===== config.mk =====
export PLATFORM = sky130hd
export DESIGN_NAME = cr_kme_fifo_prog
export DESIGN_NICKNAME = d
export VERILOG_FILES = /design/src/rtl/cr_kme_fifo_prog.sv
export SDC_FILE = /design/constraint.sdc
export NUM_CORES = 2
export LEC_CHECK = 0
export CORE_MARGIN = 3
export CORE_UTILIZATION = 52
export CTS_CLUSTER_DIAMETER = 40
export DETAILED_ROUTE_END_ITERATION = 7
export GPL_ROUTABILITY_DRIVEN = 0
export PLACE_DENSITY = 0.71
export SYNTH_ARGS = -nofsm -noshare
export SYNTH_HDL_FRONTEND = slang
export SYNTH_SLANG_ARGS = --single-unit

===== constraint.sdc =====
create_clock -name clk -period 16.8 [get_ports clk]
set_input_delay 3.36 -clock clk [delete_from_list [all_inputs] [get_ports clk]]
set_output_delay 3.36 -clock clk [all_outputs]
set_load 0.03 [all_outputs]

===== src/rtl/cr_kme_fifo_prog.sv =====
// cr_kme_fifo_prog: first-word-fall-through FIFO with programmable stall threshold, flush, sticky errors and high-watermark.
module cr_kme_fifo_prog #(
  parameter int DATA_SIZE   = 132,
  parameter int FIFO_DEPTH  = 16,
  parameter int OVERRIDE_EN = 0,
  parameter int STALL_AT    = 0,
  localparam int AW = $clog2(FIFO_DEPTH),
  localparam int CW = $clog2(FIFO_DEPTH + 1)
) (
  input  logic                 clk,
  input  logic                 rst,
  input  logic [DATA_SIZE-1:0] fifo_in,
  input  logic                 fifo_in_valid,
  output logic                 fifo_in_stall,
  input  logic                 fifo_in_stall_override,
  output logic [DATA_SIZE-1:0] fifo_out,
  output logic                 fifo_out_valid,
  input  logic                 fifo_out_ack,
  input  logic                 thresh_wr,
  input  logic [CW-1:0]        thresh_wdata,
  input  logic                 clear,
  input  logic                 err_clr,
  output logic                 fifo_overflow,
  output logic                 fifo_underflow,
  output logic                 ovf_sticky,
  output logic                 udf_sticky,
  output logic [CW-1:0]        used_slots,
  output logic [CW-1:0]        free_slots,
  output logic [CW-1:0]        high_water
);
  logic [DATA_SIZE-1:0] mem_q [FIFO_DEPTH];
  logic [AW-1:0] wr_ptr_q, wr_ptr_d, rd_ptr_q, rd_ptr_d;
  logic [CW-1:0] used_q, used_d, hw_q, hw_d, thresh_q, thresh_d;
  logic ovf_q, ovf_d, udf_q, udf_d, ovf_st_q, ovf_st_d, udf_st_q, udf_st_d;
  logic full, empty, wen, ren;
  always_comb begin
    full     = used_q == CW'(FIFO_DEPTH);
    empty    = used_q == '0;
    ren      = fifo_out_ack & ~empty & ~clear;
    wen      = fifo_in_valid & (~full | ren) & ~clear;
    ovf_d    = fifo_in_valid & full & ~ren & ~clear;
    udf_d    = fifo_out_ack & empty & ~clear;
    ovf_st_d = (ovf_st_q & ~err_clr) | ovf_d;
    udf_st_d = (udf_st_q & ~err_clr) | udf_d;
    wr_ptr_d = clear ? '0 : ~wen ? wr_ptr_q : wr_ptr_q == AW'(FIFO_DEPTH - 1) ? '0 : wr_ptr_q + AW'(1);
    rd_ptr_d = clear ? '0 : ~ren ? rd_ptr_q : rd_ptr_q == AW'(FIFO_DEPTH - 1) ? '0 : rd_ptr_q + AW'(1);
    used_d   = clear ? '0 : (wen & ~ren) ? used_q + CW'(1) : (ren & ~wen) ? used_q - CW'(1) : used_q;
    // Occupancy never exceeds FIFO_DEPTH, so the watermark saturates by construction.
    hw_d     = clear ? '0 : (used_d > hw_q) ? used_d : hw_q;
    thresh_d = thresh_wr ? thresh_wdata : thresh_q;
    fifo_out       = empty ? '0 : mem_q[rd_ptr_q];
    fifo_out_valid = ~empty;
    used_slots     = used_q;
    free_slots     = CW'(FIFO_DEPTH) - used_q;
    high_water     = hw_q;
    fifo_overflow  = ovf_q;
    fifo_underflow = udf_q;
    ovf_sticky     = ovf_st_q;
    udf_sticky     = udf_st_q;
    fifo_in_stall  = (free_slots <= thresh_q) & ~((OVERRIDE_EN != 0) & fifo_in_stall_override);
  end
  always_ff @(posedge clk) begin
    if (rst) begin
      wr_ptr_q <= '0;
      rd_ptr_q <= '0;
      used_q   <= '0;
      hw_q     <= '0;
      thresh_q <= CW'(STALL_AT);
      ovf_q    <= 1'b0;
      udf_q    <= 1'b0;
      ovf_st_q <= 1'b0;
      udf_st_q <= 1'b0;
    end else begin
      wr_ptr_q <= wr_ptr_d;
      rd_ptr_q <= rd_ptr_d;
      used_q   <= used_d;
      hw_q     <= hw_d;
      thresh_q <= thresh_d;
      ovf_q    <= ovf_d;
      udf_q    <= udf_d;
      ovf_st_q <= ovf_st_d;
      udf_st_q <= udf_st_d;
    end
  end
  always_ff @(posedge clk) begin
    if (!rst && wen) mem_q[wr_ptr_q] <= fifo_in;
  end
endmodule


==> run summary <==
Clock-pin slew on the worst setup and hold paths: 60 ps
CP top delay family: buffers and inverters
Clock sink total: 2143
Vias in the first global route: 40968
Die Y: 402 µm
GR Util All Layers: 0.235
Syn_nets: 3902
Final setup viols: 0
Via count: 39731
Post CTS Setup Buffer Count: 0
Layout fillers: 10515
Peak VDD IR: 0.105 mV
Largest net degree at the start of global routing: 148
Outcome: complete, no violations
Pre-CTS setup slack: 8320 ps
Num rows: 144
Clk root buf: clkbuf_16
R2R depth: 11
CP Buf/Inv Count: 4
FF-to-FF End: mem_q[4][0]$_DFFE_PP_
CP arrival: 5980 ps
Share of layout cells above drive strength 1: 0.232
Global-route wire length before repair: 277000 µm
Final wirelength: 190000 µm
Critical path class: flip-flop to primary output
DRC: 0
Area of the core: 0.155 mm²
Synth Instances: 3737
Tcrit/Tclk final: 0.556
Reg-to-reg critical path startpoint: used_slots[0]$_SDFF_PP0_
Leak: 0.0293 µW
Sequential share of the synthesized area: 0.785
Hold Crit Depth: 1
Worst-path maximum fanout: 103
Syn. warnings: 0
Synth unique cells: 54
Synth top area share: 0.777
Clk_lat worst skew: 860 ps
Endpoint with the worst hold slack: ovf_sticky$_SDFF_PP0_
Max-cap viol count: 0
Async SR Flop Fraction: 0
Crit-path cells: buf_12, buf_12, buf_4, mux4_2, a22oi_1, nand2_1, clkdlybuf4s50_1
Post_cts resized: 0
Most instantiated cells after synthesis: edfxtp_1, mux4_2, nand2_1, a22oi_1, mux2i_1
Area leader, netlist: edfxtp_1
Antenna violations before repair: 37
#FFs+latches synth: 2143
CTS Hold Buffers Added: 0
First-pass DRT Iterations: 8
TritonCTS Buffers: 241
End-of-flow core utilization: 0.615
Post-DP HPWL: 89800 µm
Overflow after GRT: 0
HP Start: ovf_sticky$_SDFF_PP0_
Nets: 4306
Slew Limit Fails: 0
Slowest CP cell: buf_4
Pwr per Cell Area: 121 mW/mm²
Worst Tran Pin Value: 1340 ps
R2R Setup Slk: 11260 ps
Die Area: 0.162 mm²
Top post-synthesis cells by area: edfxtp_1, mux4_2, mux2i_1, a22oi_1, mux2_2
Clk_skew: 51.6 ps
Tot Pwr: 11500 µW
Worst EP required: 13440 ps
PortBufs: 296
Hold Fails Final Rpt: 0
Synthesized cell area: 0.0816 mm²
Fmax: 107 MHz
Final Worst Setup Slack: 7460 ps
Area delta synth->final: 16.8%
IO Pins: 298
Via-per-instance ratio: 6.19
RSZ-0062 raised after global routing: false
Most frequent CP cell: buf_12
Critical Path Start Type: flip-flop
Most common cell in the synthesized netlist: edfxtp_1
Fin cells: 6414
Max-slew headroom: 0.107
DR iter-0 viols: 4120
Fin crit period: 9340 ps
Placed instance count: 5942
Starting Density: 0.526
Synth Flop Type: edfxtp_1
CP endpoint kind: primary output
Hold crit path type: flip-flop to flip-flop
Max stage delay on crit path: 860 ps
Max Root-Sink Buffers: 3
Post-synth EDFFs: 2112
Mean Syn Cell Area: 21.8 µm²
CTS tree: done
Setup TNS: 0 ps
Htree depth: 4
DR WL/cell: 29.5 µm
Die span in x: 402 µm
DRT antenna net count: 0
## flip-flops by register name (all words and copies together), names as in the netlist, named ones only
name,cells
high_water,5
udf_sticky,1
mem_q,2112
used_slots,5
wr_ptr_q,4
thresh_q,5
fifo_underflow,1
ovf_sticky,1
rd_ptr_q,4
fifo_overflow,1
## logic make-up (layout without fill, tap and decap cells)
kind of cell / Yosys count / count (layout) / synth area share
AOI/OAI and AO/OA: 373 / 373 / 0.0323
xor gates and xnor gates: 5 / 5 / 0.000537
adders and majority gates: 20 / 20 / 0.00307
buffers and inverters: 224 / 838 / 0.0130
DFF: 2143 / 2143 / 0.785
muxes: 664 / 664 / 0.150
other: 0 / 19 / 0
and+or+nand+nor: 308 / 308 / 0.0162
## metrics by stage
stage	hold slack, ps	cell area, µm²
CTS	472	95200
detailed placement	459	87000
floorplan	460	81600
finish	465	95300
global placement	438	87000
global route	499	95200
## layout by cell type, fill, tap and decap left out, types with 13 or more instances in the layout
cell type	instances
clkinvlp_4	14
diode_2	19
buf_12	13
clkdlybuf4s50_1	296
a22oi_1	175
nor2_4	17
mux4_2	438
clkbuf_1	33
clkinv_2	38
nand3_1	42
bufinv_16	29
inv_1	18
mux2i_1	146
mux2_2	80
clkinv_1	35
a21oi_1	13
clkinv_4	13
edfxtp_1	2112
dfxtp_1	28
o211ai_1	40
inv_6	25
nand2_1	191
o21ai_0	83
a32oi_1	40
ha_1	20
nor2_1	22
clkbuf_16	243
buf_4	57
## final cells by class
cell class	instances	area (µm²)	area share
Clock buffer	278	6230	0.0654
Timing Repair Buffer	366	3650	0.0383
Inverter	19	73.8	0.000775
Sequential cell	2143	64100	0.672
Clock inverter	175	2030	0.0213
Multi-Input combinational cell	1370	16600	0.174
Tap cell	2044	2560	0.0268
Antenna cell	19	47.5	0.000499
## metal layers
layer	share of wire	wire [µm]	GRT usage	vias up
met5	0.00081	153	0	-
met4	0.026	4930	0.0707	22
met3	0.096	18200	0.0624	361
met2	0.50	93800	0.381	1807
met1	0.38	72400	0.316	20943
li1	-	-	-	16598
## worst max path at each step
stage                     cells past startpoint  slack, ps               endpoint
after floorplan                               5       2830  mem_q[3][0]$_DFFE_PP_
after global placement                        7       8350          fifo_out[101]
after detailed placement                      7       8320          fifo_out[101]
after CTS                                     7       7400           fifo_out[14]
after global routing                          7       6940          fifo_out[101]
final                                         7       7460          fifo_out[101]
## report_power, final
part           internal, µW  leakage [µW]  total, µW  switching, µW
Sequential             5890        0.0193       5890           4.85
Combinational           122       0.00605        340            218
Clock                  3140       0.00400       5310           2170
Total                  9150        0.0293      11500           2390
Note: power is estimated with default switching activity, not from simulation.
